==> config.mk <==
export PLATFORM = sky130hd
export DESIGN_NAME = imem_load_controller
export DESIGN_NICKNAME = d
export VERILOG_FILES = /design/src/rtl/imem_load_controller_pkg.sv /design/src/rtl/imem_word_assembler.sv /design/src/rtl/imem_load_controller.sv
export SDC_FILE = /design/constraint.sdc
export NUM_CORES = 1
export LEC_CHECK = 0
export BUFFER_PORTS_ARGS = -buffer_cell sky130_fd_sc_hd__buf_2
export CAP_MARGIN = 10
export CORE_MARGIN = 2
export CORE_UTILIZATION = 45
export CTS_CLUSTER_DIAMETER = 60
export DETAILED_ROUTE_END_ITERATION = 7
export GPL_TIMING_DRIVEN = 0
export PLACE_DENSITY = 0.9
export SLEW_MARGIN = 20
export SYNTH_ARGS = -nofsm -noshare
export SYNTH_HDL_FRONTEND = slang
export SYNTH_SLANG_ARGS = --single-unit
==> constraint.sdc <==
create_clock -name clk -period 4.69 [get_ports clk]
set_input_delay 0.7035 -clock clk [delete_from_list [all_inputs] [get_ports clk]]
set_output_delay 0.7035 -clock clk [all_outputs]
set_load 0.05 [all_outputs]
==> src/rtl/imem_load_controller_pkg.sv <==
// Shared types and constants for the instruction-memory load controller.
// Imported by the controller top and its word assembler.
package imem_load_controller_pkg;

    localparam int BYTES_PER_WORD      = 4;
    localparam int DEF_INSTR_ADDR_BITS = 5;

    typedef enum logic [1:0] {
        RUN   = 2'd0,
        LOAD  = 2'd1,
        FLUSH = 2'd2
    } state_t;

endpackage

==> src/rtl/imem_word_assembler.sv <==
// Little-endian byte-to-word assembler with a mod-4 byte counter.
// word is valid in the same cycle as the fourth byte.
module imem_word_assembler
    import imem_load_controller_pkg::*;
(
    input  logic        clk,
    input  logic        reset,
    input  logic        clear,
    input  logic        byte_valid,
    input  logic [7:0]  byte_in,
    output logic [31:0] word,
    output logic        word_valid,
    output logic        partial_next
);

    localparam logic [1:0] LAST = 2'(BYTES_PER_WORD - 1);

    logic [1:0]  cnt;
    logic [23:0] shreg;
    logic [1:0]  cnt_nxt;

    always_ff @(posedge clk) begin
        if (reset || clear) begin
            cnt   <= '0;
            shreg <= '0;
        end else if (byte_valid) begin
            cnt <= cnt + 2'd1;
            unique case (cnt)
                2'd0:    shreg[7:0]   <= byte_in;
                2'd1:    shreg[15:8]  <= byte_in;
                2'd2:    shreg[23:16] <= byte_in;
                default: shreg        <= '0;
            endcase
        end
    end

    // Fourth byte bypasses the register so the word is ready immediately.
    assign word         = {byte_in, shreg};
    assign word_valid   = byte_valid && (cnt == LAST);
    assign cnt_nxt      = byte_valid ? cnt + 2'd1 : cnt;
    assign partial_next = (cnt_nxt != 2'd0);

endmodule

==> src/rtl/imem_load_controller.sv <==
// Arbitrates the instruction memory port between CPU fetch and a
// byte-stream program loader; stalls and restarts the CPU around a load.
module imem_load_controller
    import imem_load_controller_pkg::*;
#(
    parameter int INSTR_ADDR_BITS = DEF_INSTR_ADDR_BITS
) (
    input  logic                       clk,
    input  logic                       reset,
    input  logic [31:0]                pc,
    output logic [31:0]                instruction,
    output logic                       cpu_stall,
    output logic                       cpu_restart,
    input  logic                       load_start,
    input  logic                       load_end,
    input  logic [7:0]                 byte_in,
    input  logic                       byte_valid,
    output logic [INSTR_ADDR_BITS:0]   words_loaded,
    output logic                       load_err,
    output logic [INSTR_ADDR_BITS-1:0] mem_addr,
    output logic [31:0]                mem_wdata,
    output logic                       mem_we,
    input  logic [31:0]                mem_rdata
);

    localparam int DEPTH = 2 ** INSTR_ADDR_BITS;
    localparam logic [INSTR_ADDR_BITS:0] WL_MAX = (INSTR_ADDR_BITS + 1)'(DEPTH);

    state_t state, state_nxt;

    logic [INSTR_ADDR_BITS-1:0] wptr;
    logic [INSTR_ADDR_BITS-1:0] waddr_q;
    logic [31:0]                wdata_q;
    logic                       we_q;
    logic                       restart_q;
    logic [INSTR_ADDR_BITS:0]   wl_q;
    logic                       err_q;

    logic [31:0] asm_word;
    logic        asm_word_valid;
    logic        asm_partial;
    logic        in_load;

    logic unused_pc;
    assign unused_pc = ^{pc[31:INSTR_ADDR_BITS+2], pc[1:0]};

    assign in_load = (state == LOAD);

    imem_word_assembler u_asm (
        .clk          (clk),
        .reset        (reset),
        .clear        (!in_load),
        .byte_valid   (byte_valid && in_load),
        .byte_in      (byte_in),
        .word         (asm_word),
        .word_valid   (asm_word_valid),
        .partial_next (asm_partial)
    );

    always_ff @(posedge clk) begin
        if (reset) state <= RUN;
        else       state <= state_nxt;
    end

    always_comb begin
        state_nxt = state;
        unique case (state)
            RUN:     if (load_start) state_nxt = LOAD;
            LOAD:    if (load_end)   state_nxt = FLUSH;
            FLUSH:   state_nxt = RUN;
            default: state_nxt = RUN;
        endcase
    end

    always_ff @(posedge clk) begin
        if (reset) begin
            wptr      <= '0;
            waddr_q   <= '0;
            wdata_q   <= '0;
            we_q      <= 1'b0;
            restart_q <= 1'b0;
            wl_q      <= '0;
            err_q     <= 1'b0;
        end else begin
            we_q      <= 1'b0;
            restart_q <= (state == FLUSH);
            if (state == RUN && load_start) begin
                wptr  <= '0;
                wl_q  <= '0;
                err_q <= 1'b0;
            end
            if (in_load) begin
                if (asm_word_valid) begin
                    wdata_q <= asm_word;
                    waddr_q <= wptr;
                    we_q    <= 1'b1;
                    wptr    <= wptr + 1'b1;
                    // A full count means this write wraps onto word 0.
                    if (wl_q == WL_MAX) err_q <= 1'b1;
                    else                wl_q  <= wl_q + 1'b1;
                end
                if (load_end && asm_partial) err_q <= 1'b1;
            end
        end
    end

    assign mem_addr     = (state == RUN) ? pc[INSTR_ADDR_BITS+1:2] : waddr_q;
    assign mem_wdata    = wdata_q;
    assign mem_we       = we_q;
    assign instruction  = (state == RUN) ? mem_rdata : 32'd0;
    assign cpu_stall    = (state != RUN);
    assign cpu_restart  = restart_q;
    assign words_loaded = wl_q;
    assign load_err     = err_q;

endmodule

Word-level counts from Yosys, hierarchy flattened --
Index checks and enable logic that the tools add are counted.
Cells by class: reductions and logical operators 19, add/sub/neg operators 3, eq/ne operators 8, multiplexer cells 22, bitwise operators 4
Operators with widths (count):
- 8-bit one-hot mux with 2 select lines | 3
- 32-bit two-way mux | 1
- 6-bit two-way mux | 4
- 5-bit two-way mux | 4
- 2-bit AND reduction | 5
- 2-bit OR reduction | 4
- 6-bit by 1-bit adder with 6-bit output (second input constant) | 1
- 2-bit == test (second input constant) | 3
- 6-bit == test (second input constant) | 1
- 1-bit two-way mux | 6
- 2-bit two-way mux | 3
- 5-bit by 1-bit adder with 5-bit output (second input constant) | 1
- 2-bit by 1-bit == test with 1-bit output (second input constant) | 2
- 1-bit logical AND | 4
- 2-bit logical NOT | 2
- 2-bit inequality test (second input constant) | 2
- 1-bit NOT | 4
- 2-bit one-hot mux with 2 select lines | 1
- 2-bit nonzero test | 2
- 2-bit by 1-bit adder with 2-bit output (second input constant) | 1
- 1-bit logical NOT | 1
- 1-bit logical OR | 1
Storage, ports and cells: logic and storage cells 68, input bits 77, register bits 79, output and inout port bits 79

Logic depth before layout (Yosys ltp) --
Gate-level depths: netlist of the first run.
word-level depth 7, mapped depth 7, gate-level depth less buffers 6

Hierarchy --
From an unflattened synthesis of the first run, not the netlist that was laid out.
Unflattened totals: cell total of the unflattened synthesis 425, area, all modules 3435.8 um^2
Modules (own cells, without submodules):
- imem_load_controller | seq. area each 1061.0 um^2, cells an instance 288, instances 1, area each 2267.2 um^2
- imem_word_assembler | seq. area each 520.5 um^2, cells an instance 137, instances 1, area each 1168.6 um^2

Least setup slack after synthesis of the first run --
Ideal clock, no wire load.
kind register to output, from register state[0], to output instruction[10], arrival 1491 ps, path buffers 2, path slack 2496 ps, required time 3987 ps, cell stages (with the launch flop) 5, path through dfxtp_1 -> nor2_1 -> clkbuf_1 -> clkbuf_1 -> and2_1
Between the ends: word-level cells in the longest chain between the ends 2
RTL lines:
- from (decl) | RTL line imem_load_controller.sv:29 | state_t state, state_nxt;
- from (signal assigned) | RTL line imem_load_controller.sv:62 | else state <= state_nxt;
- 2-bit logical NOT | RTL line imem_load_controller.sv:110 | assign instruction = (state == RUN) ? mem_rdata : 32'd0;
- 32-bit two-way mux | RTL line imem_load_controller.sv:110
- to (decl) | RTL line imem_load_controller.sv:11 | output logic [31:0] instruction,
Every way passes these cells.

Worst setup path after layout of the first run --
from register state[0], to output instruction[16]
The elaborated chain is that of the path after synthesis.

==> qor.yml, run 1 <==
timing:
  whs_ps: 456.6
  fmax_mhz: 349.9
  rsz0062_at_grt: "no"
  tightest_slew_ps: 513.7
  finalSetupViolCount: 0
  final_hold_viol_count: 0
  min_period_ps: 2858
  fin_skew_ps: 10.09
  slew_headroom_pct: 65.76
  maxSlewViolCount: 0
  fin_crit_sh_pct: 60.94
  setup_slack_ps: 1832
  tns_ps: 0
clock_network:
  htreeDepth: 3
  cts_buffer_depth: 2
  tritoncts: "yes"
  cts_buffers: 9
  clock_sinks: 79
  post_cts_buffers: 0
  cts_resized: 0
  clkTransAtPathRegs_ps: 80
  cts-root-buf: "clkbuf_8"
  postCtsHoldBufs: 0
  worst_skew_pair.late_latency_ps: 360
critical_path:
  slowest_stage: "clkbuf_1"
  path_cells: "nor2_1, clkbuf_1, clkbuf_1, and2_1, buf_2"
  worstSetupPathType: "reg2out"
  reg2regPathDepth: 7
  timing.rr.start: "u_asm.cnt[0]$_SDFF_PP0_"
  crit_path_max_fanout: 10
  required_ps: 3990
  r2r_setup_slack_ps: 2560
  r2r_end: "u_asm.shreg[17]$_SDFFE_PP0P_"
  startpoint_type: "register"
  cp.arrival_ps: 2150
  endpoint_kind: "output port"
  crit_top_cell: "clkbuf_1"
  cpPeakStageDelay_ps: 400
floorplanning:
  die_y_um: 88.04
  coreArea_um2: 6832
  ios: 156
  start_util_pct: 46.52
  core.rowCount: 30
  die_w_um: 88.04
  dieArea_um2: 7750
synthesis:
  synth-seq-cells: 79
  async_reset_ff_share_pct: 0
  synth_edf_count: 0
  yosys_warnings: 0
  synth_cell_types: 36
  syn_area_um2: 3178
  syn_inst: 331
  seq_area_frac_synth_pct: 49.76
  syn_nets: 415
  syn_avg_cell_area_um2: 9.601
  synthFlopType: "dfxtp_1"
min_path:
  hold_class: "reg2reg"
  min_to: "u_asm.shreg[0]$_SDFFE_PP0P_"
  hold_depth: 2
  hold_start: "u_asm.shreg[0]$_SDFFE_PP0P_"
placement:
  post-place-ws_ps: 2186
  dpl.hpwl_um: 6396
  gp_congestion: 0.8410
  io_buffers: 127
layout:
  area_growth_pct: 30.31
  final_nets: 553
  diodes: 0
  layout_commonest_cell: "buf_2"
  drive_gt1_share_pct: 35.02
  mostFrequentLayoutCells: "135 x buf_2, 79 x dfxtp_1, 37 x a22o_1"
  num-fill-cells: 572
drt:
  wl_um: 8620
  routed.top_layer: "met4"
  drt_pass1_iterations: 4
  drt_iter0_drc: 223
  routed-wl-met3_um: 862
  drc_errors: 0
  via_count: 3023
  wl_per_cell_um: 15.12
  viasPerCell: 5.304
  antenna_left: 0
  wl_met2_um: 4325
  wl_met1_um: 3321
global_route:
  grt_max_degree: 14
  grt_overflow_total: 0
  antenna_found_initial: 0
  grt_pass1_vias: 2839
  grt_pass1_wl_um: 13150
  grt_usage_pct: 22.02
power:
  pwr-share-seq_pct: 47.2
  power_switching_w: 0.0004226
  power.leakage_nw: 1.832
  ir_drop_mv: 0.2363
  clockPowerShare_pct: 36.3
  cellPowerDensity_nw_per_um2: 345.7
  p_int_w: 0.001009
  total_power_w: 0.001432
  comb_power_share_pct: 16.6
  sw_frac_of_total_pct: 29.52
outcome:
  status: "completed"
flow_run:
  drv_cap: 0
==> Yosys cell counts (all sizes together), types with 2 or more instances <==
master  number  area, µm²
nor2        16      65.06
a22o        37      324.1
ha           7      87.58
dfxtp       79       1582
nand2       12      45.04
buf         11      62.56
nand3b       3      22.52
nand3       31      155.2
a32o         2      20.02
clkbuf      13      48.80
and2        32      200.2
inv          7      26.28
mux2         5      56.30
nor3         3      25.02
a21oi       35      175.2
or3b         2      17.52
a31oi        2      12.51
a211oi       3      22.52
nand2b      17      106.4
==> cells by family after synthesis <==
logic type	Yosys count	synth area share [%]
flops	79	49.76
compound gates	85	19.09
mux	6	2.087
xor+xnor	1	0.2756
buf+inv	31	4.331
fa+ha+maj	7	2.756
simple gates	122	21.69
==> sequential cells by signal (all words and copies together) (netlist names) <==
signal	cells
cpu_restart	1
words_loaded	6
waddr_q	5
u_asm.shreg	24
mem_we	1
wptr	5
state	2
load_err	1
mem_wdata	32
u_asm.cnt	2
==> power groups by stage <==
stage | clock [W] | sequential [W] | combinational [W]
finish | 0.000519 | 0.000675 | 0.000238
CTS | 0.000519 | 0.000675 | 0.000238
global route | 0.000552 | 0.000675 | 0.000251
global placement | 0 | 0.000691 | 0.000235
floorplan | 0 | 0.000691 | 0.000171
detailed placement | 0 | 0.000691 | 0.000237
==> cell type report <==
type,instances,area (µm²),area share [%]
Sequential cell,79,1582,38.19
Timing Repair Buffer,127,635.6,15.35
Inverter,7,26.28,0.6344
Multi-Input combinational cell,221,1459,35.23
Clock buffer,11,151.4,3.656
Tap cell,96,120.1,2.900
Clock inverter,5,56.30,1.360
Buffer,24,111.4,2.689
==> metal layers <==
layer / GRT usage (%) / up-vias
met2: 40.70 / 168
li1: - / 1449
met5: 0 / -
met1: 23.97 / 1394
met3: 4.147 / 12
met4: 10.88 / 0
==> how the worst max path moves through the flow <==
stage,cells past startpoint,slack [ps],endpoint,startpoint
final,5,1830,instruction[16],state[0]$_SDFFE_PP0P_
after global routing,5,1690,instruction[16],state[0]$_SDFFE_PP0P_
after CTS,5,1810,instruction[16],state[0]$_SDFFE_PP0P_
after detailed placement,5,2190,instruction[16],state[0]$_SDFFE_PP0P_
after global placement,5,2250,instruction[16],state[0]$_SDFFE_PP0P_
after floorplan,4,2500,instruction[10],state[0]$_SDFFE_PP0P_
==> metrics by stage <==
stage                     instance area [µm²]  std cells  utilization (%)
after global placement                   3934        554            57.58
after global routing                     4141        570            60.62
after detailed placement                 3934        554            57.58
after CTS                                4141        570            60.62
final                                    4141        570            60.62
after floorplan                          3178        331                -
==> worst max-delay path: cells and delay by family (launching register included) <==
kind | cells | cell delay (ps)
buffers and inverters | 3 | 950
AND/OR/NAND/NOR | 2 | 480
flip-flops | 1 | 370
(Power assumes the default switching activity.)
==> run 2, diff against run 1 <==
==> constraint.sdc (replaced) <==
create_clock -name clk -period 2.7 [get_ports clk]
set_input_delay 0.405 -clock clk [delete_from_list [all_inputs] [get_ports clk]]
set_output_delay 0.405 -clock clk [all_outputs]
set_load 0.05 [all_outputs]
==> run 2 against run 1 <==
  * Die area stayed put
  * Cell count unchanged
  * Clock skew unchanged
  * Critical path depth did not move
  * Total power increased by 74%
  * Worst setup slack got worse by 1600 ps
  * Clock-buffer cell count stayed put
  * Hold slack lost 200 ps
  * Largest power group unchanged
==> qor.yml, run 2 (same netlist as run 1, synthesis figures left out) <==
outcome:
  status: "completed"
drt:
  wl_um: 8619
  drc_errors: 0
  drt_iter0_drc: 220
  antenna_left: 0
  drt_pass1_iterations: 4
  viasPerCell: 5.304
  via_count: 3023
  wl_per_cell_um: 15.12
placement:
  io_buffers: 127
  place_area_um2: 3934
  dpl.hpwl_um: 6396
  gp_congestion: 0.8410
  post-place-ws_ps: 494.2
timing:
  finalSetupViolCount: 0
  maxSlewViolCount: 0
  rsz0062_at_grt: "no"
  fin_crit_sh_pct: 90.00
  fin_skew_ps: 10.09
  tightest_slew_ps: 513.7
  setup_slack_ps: 269.9
  final_hold_viol_count: 0
  min_period_ps: 2430
  tns_ps: 0
  slew_headroom_pct: 65.76
  fmax_mhz: 411.5
critical_path:
  r2r_setup_slack_ps: 570
  critPathTopFamily: "buffers and inverters"
  crit_buf_inv: 3
  worstSetupPathType: "reg2out"
  required_ps: 2300
  startpoint_type: "register"
  r2r_end: "u_asm.shreg[17]$_SDFFE_PP0P_"
  timing.rr.start: "u_asm.cnt[0]$_SDFF_PP0_"
  cpPeakStageDelay_ps: 370
  reg2regPathDepth: 7
  cp.arrival_ps: 2030
  endpoint_kind: "output port"
  crit_path_max_fanout: 10
  slowest_stage: "dfxtp_1"
  path_cells: "nor2_1, clkbuf_2, clkbuf_1, and2_1, buf_2"
clock_network:
  postCtsHoldBufs: 0
  worst_skew_pair.late_latency_ps: 360
  cts_buffer_depth: 2
  clock_sinks: 79
  clkTransAtPathRegs_ps: 80
  htreeDepth: 3
  cts_buffers: 9
  post_cts_buffers: 0
  cts-root-buf: "clkbuf_8"
  tritoncts: "yes"
power:
  clockPowerShare_pct: 36.2
  power.leakage_nw: 1.835
  pwr-share-seq_pct: 47.2
  ir_drop_mv: 0.4104
  sw_frac_of_total_pct: 29.51
  p_int_w: 0.001753
  cellPowerDensity_nw_per_um2: 600.3
  comb_power_share_pct: 16.6
  power_switching_w: 0.0007340
min_path:
  hold_depth: 2
  min_to: "state[0]$_SDFFE_PP0P_"
  hold_start: "load_end"
  hold_class: "in2reg"
floorplanning:
  core.rowCount: 30
  start_util_pct: 46.52
  die_y_um: 88.04
  die_w_um: 88.04
  dieArea_um2: 7750
  coreArea_um2: 6832
  ios: 156
layout:
  num-fill-cells: 573
  layout_commonest_cell: "buf_2"
  area_growth_pct: 30.35
  drive_gt1_share_pct: 35.23
  largest_reg_flops: 32
  stdcell_area_um2: 4143
  diodes: 0
  final_nets: 553
  mostFrequentLayoutCells: "135 x buf_2, 79 x dfxtp_1, 37 x a22o_1"
global_route:
  grt_overflow_total: 0
  grt_max_degree: 14
  antenna_found_initial: 0
  grt_pass1_wl_um: 13150
  grt_usage_pct: 22.02
  grt_pass1_vias: 2839
flow_run:
  drv_cap: 0
[run 2: cell type report]
type | instances | area [µm²] | share of cell area, %
flip-flops and latches | 79 | 1582 | 38.18
multi-input cells | 221 | 1459 | 35.22
repair buffers | 127 | 635.6 | 15.34
clock buffers | 11 | 151.4 | 3.654
well taps | 96 | 120.1 | 2.899
plain buffers | 24 | 112.6 | 2.718
clock inverters | 5 | 56.30 | 1.359
inverters | 7 | 26.28 | 0.6342
[run 2: metrics by stage]
step / total power, W / hold slack (ps) / utilization (%) / cells
global route: 0.002569 / 255.3 / 60.64 / 570
finish: 0.002487 / 254.2 / 60.64 / 570
detailed placement: 0.001612 / 447.0 / 57.58 / 554
CTS: 0.002486 / 249.2 / 60.62 / 570
global placement: 0.001608 / 439.0 / 57.58 / 554
floorplan: 0.001497 / 432.2 / - / 331
[run 2: worst max-delay path by stage]
stage                     startpoint              end  cells past startpoint
5_1_grt        state[0]$_SDFFE_PP0P_  instruction[16]                      5
4_1_cts        state[0]$_SDFFE_PP0P_  instruction[16]                      5
3_3_place_gp   state[0]$_SDFFE_PP0P_  instruction[16]                      5
6_report       state[0]$_SDFFE_PP0P_  instruction[16]                      5
2_1_floorplan  state[0]$_SDFFE_PP0P_  instruction[10]                      4
3_5_place_dp   state[0]$_SDFFE_PP0P_  instruction[16]                      5
[run 2: repair_timing]
item / in CTS / in global routing
endpoints found under the hold margin: 0 / 0
setup endpoints to repair: 0 / 2
gates resized for setup: 0 / 2
[run 2: worst reg2reg max path: stages (launching register included)]
cell and delay [ps]:
dfxtp_1 450, inv_1 110, ha_1 200, clkbuf_1 240, nor3_2 460, buf_2 290, nand3_1 140, a21oi_1 180
[run 2: power groups by stage]
stage | clock [W] | combinational, W | sequential, W
2_1_floorplan | 0 | 0.000296 | 0.00120
6_report | 0.000901 | 0.000413 | 0.00117
3_3_place_gp | 0 | 0.000409 | 0.00120
3_5_place_dp | 0 | 0.000412 | 0.00120
5_1_grt | 0.000959 | 0.000437 | 0.00117
4_1_cts | 0.000901 | 0.000413 | 0.00117
[run 2: metal layers]
metal | global-route usage (%) | share of wire [%]
met5 | 0 | 0
met4 | 10.88 | 1.3
met3 | 4.147 | 10
met2 | 40.70 | 50
met1 | 23.97 | 39
==> run 3, diff against run 2 <==
--- a/config.mk
+++ b/config.mk
@@ -5,6 +5,7 @@
 export SDC_FILE = /design/constraint.sdc
 export NUM_CORES = 1
 export LEC_CHECK = 0
+export ABC_AREA = 1
 export BUFFER_PORTS_ARGS = -buffer_cell sky130_fd_sc_hd__buf_2
 export CAP_MARGIN = 10
 export CORE_MARGIN = 2
@@ -12,7 +13,7 @@
 export CTS_CLUSTER_DIAMETER = 60
 export DETAILED_ROUTE_END_ITERATION = 7
 export GPL_TIMING_DRIVEN = 0
-export PLACE_DENSITY = 0.9
+export PLACE_DENSITY = 0.88
 export SLEW_MARGIN = 20
 export SYNTH_ARGS = -nofsm -noshare
 export SYNTH_HDL_FRONTEND = slang
==> run 3 against run 2 <==
  * Critical path depth unchanged
  * First-iteration DRC count decreased by 13%
  * Sequential power barely moved
  * Die area grew 9.9%
  * Largest power group unchanged
  * Non-clock buffer count grew 2
  * Routed wire length is 5.1% higher
  * Sequential cell count unchanged
  * Fmax is 7.6% higher
  * Combinational power barely moved
==> qor.yml, run 3 <==
clock_network:
  tritoncts: "yes"
  cts-root-buf: "clkbuf_8"
  clock_sinks: 79
  htreeDepth: 3
  cts_resized: 0
  cts_buffers: 9
  post_cts_buffers: 0
  worst_skew_pair.late_latency_ps: 360
  clkTransAtPathRegs_ps: 90
  cts_buffer_depth: 2
  postCtsHoldBufs: 0
synthesis:
  async_reset_ff_share_pct: 0
  synth_edf_count: 0
  yosys_warnings: 0
  synthFlopType: "dfxtp_1"
  syn_avg_cell_area_um2: 6.893
  syn_area_um2: 3508
  synth_top_area_share_pct: 45.08
  synthTopCellsByCount: "156 x nand2_1, 80 x nor2_1, 79 x dfxtp_1"
  seq_area_frac_synth_pct: 45.08
  synth_area_leaders: "dfxtp_1 45%, nand2_1 17%, nor2_1 8.6%, nand3_1 8.0%, inv_1 5.9%"
  synth.most_common_cell: "nand2_1"
  synth_top_area_cell: "dfxtp_1"
  syn_nets: 593
  synth-seq-cells: 79
  syn_inst: 509
  synth_cell_types: 26
global_route:
  antenna_found_initial: 0
  grt_max_degree: 14
  grt_pass1_vias: 3417
  grt_pass1_wl_um: 14820
  grt_usage_pct: 21.55
  grt_overflow_total: 0
power:
  cellPowerDensity_nw_per_um2: 545.6
  power.leakage_nw: 2.245
  ir_drop_mv: 0.5138
timing:
  rsz0062_at_grt: "no"
  slew_headroom_pct: 69.63
  tightest_slew_ps: 455.6
  fmax_mhz: 442.8
  fin_crit_sh_pct: 83.64
  tns_ps: 0
  setup_slack_ps: 441.9
  finalSetupViolCount: 0
  whs_ps: 263.7
  min_period_ps: 2258
  final_hold_viol_count: 0
  maxSlewViolCount: 0
  fin_skew_ps: 15.04
drt:
  antenna_left: 0
  viasPerCell: 4.866
  wl_per_cell_um: 12.01
  drt_pass1_iterations: 4
  drc_errors: 0
  wl_um: 9058
  via_count: 3669
  drt_iter0_drc: 191
critical_path:
  cp.arrival_ps: 1850
  slowest_stage: "dfxtp_1"
  crit_path_max_fanout: 10
  worstSetupPathType: "reg2out"
  crit_buf_inv: 3
  required_ps: 2300
  endpoint_kind: "output port"
  startpoint_type: "register"
  path_cells: "nor2_1, inv_1, buf_1, nor2_1, buf_2"
  critPathTopFamily: "buffers and inverters"
  crit_top_cell: "nor2_1"
  cpPeakStageDelay_ps: 360
outcome:
  status: "completed"
min_path:
  hold_class: "in2reg"
floorplanning:
  die_y_um: 92.30
  coreArea_um2: 7647
  dieArea_um2: 8518
  core.rowCount: 32
  start_util_pct: 45.88
  die_w_um: 92.30
  ios: 156
placement:
  gp_congestion: 0.8836
  dpl.hpwl_um: 6954
  post-place-ws_ps: 774.7
  place_area_um2: 4277
  io_buffers: 128
layout:
  diodes: 0
  drive_gt1_share_pct: 25.31
  layout_commonest_cell: "nand2_1"
  final_nets: 732
  stdcell_area_um2: 4464
  post-route-util_pct: 58.38
  num-fill-cells: 691
  area_growth_pct: 27.25
  mostFrequentLayoutCells: "156 x nand2_1, 132 x buf_2, 80 x nor2_1"
  largest_reg_flops: 32
flow_run:
  drv_cap: 0
[run 3: cell count changes after synthesis, sizes merged, moves of 5 or more]
cell / change
nand2: +146
nor2: +67
inv: +51
a22o: -37
and2: -32
nand3: +27
a21oi: -19
nand2b: -17
o21ai: +14
buf: +6
clkbuf: -5
mux2: -5
[run 3: final timing paths]
check / from / to / slack, ps / cells past startpoint
min: load_end / state[0]$_SDFFE_PP0P_ / 260 / 2
min reg2reg: u_asm.shreg[1]$_SDFFE_PP0P_ / mem_wdata[1]$_SDFFE_PP0P_ / 450 / 2
max reg2reg: u_asm.cnt[0]$_SDFF_PP0_ / u_asm.shreg[14]$_SDFFE_PP0P_ / 1000 / 8
max: state[0]$_SDFFE_PP0P_ / instruction[30] / 440 / 5
[run 3: area by class of cell]
cell class / instances / area (µm²) / area share, %
Tap cell: 102 / 127.6 / 2.859
Buffer: 25 / 143.9 / 3.223
Clock buffer: 10 / 127.6 / 2.859
Clock inverter: 5 / 60.06 / 1.345
Sequential cell: 79 / 1582 / 35.43
Timing Repair Buffer: 128 / 640.6 / 14.35
Multi-Input combinational cell: 347 / 1563 / 35.01
Inverter: 58 / 220.2 / 4.933
[run 3: cells by family (layout without fill, tap and decap cells)]
logic type | Yosys count | count (layout) | synth area share [%]
and+or+nand+nor | 304 | 304 | 36.66
buffers and inverters | 83 | 226 | 10.38
DFF | 79 | 79 | 45.08
AOI/OAI and AO/OA | 35 | 35 | 5.135
adders and majority gates | 7 | 7 | 2.496
xor gates and xnor gates | 1 | 1 | 0.2497
[run 3: routing by layer]
layer | GRT usage, % | share of wire (%) | vias up
li1 | - | - | 1855
met5 | 0 | 0 | -
met1 | 23.53 | 40 | 1618
met2 | 39.83 | 49 | 176
met4 | 8.458 | 2.2 | 0
met3 | 5.452 | 8.6 | 20
[run 3: worst register-to-register path, delay by kind of cell (launching register included)]
kind / cells / cell delay, ps
adders and majority gates: 1 / 200
and+or+nand+nor: 4 / 510
DFF: 1 / 390
buffers and inverters: 3 / 520
[run 3: through the flow]
stage                     instances  power, W
after floorplan                 509  0.001494
after CTS                       754  0.002444
final                           754  0.002436
after global routing            754  0.002521
after global placement          739  0.001607
after detailed placement        739  0.001613
[run 3: power by group]
part	internal, W	total (W)	switching [W]
Combinational	0.0000951	0.000414	0.000319
Clock	0.000424	0.000851	0.000427
Sequential	0.00117	0.00117	0.00000350
Total	0.00169	0.00244	0.000749
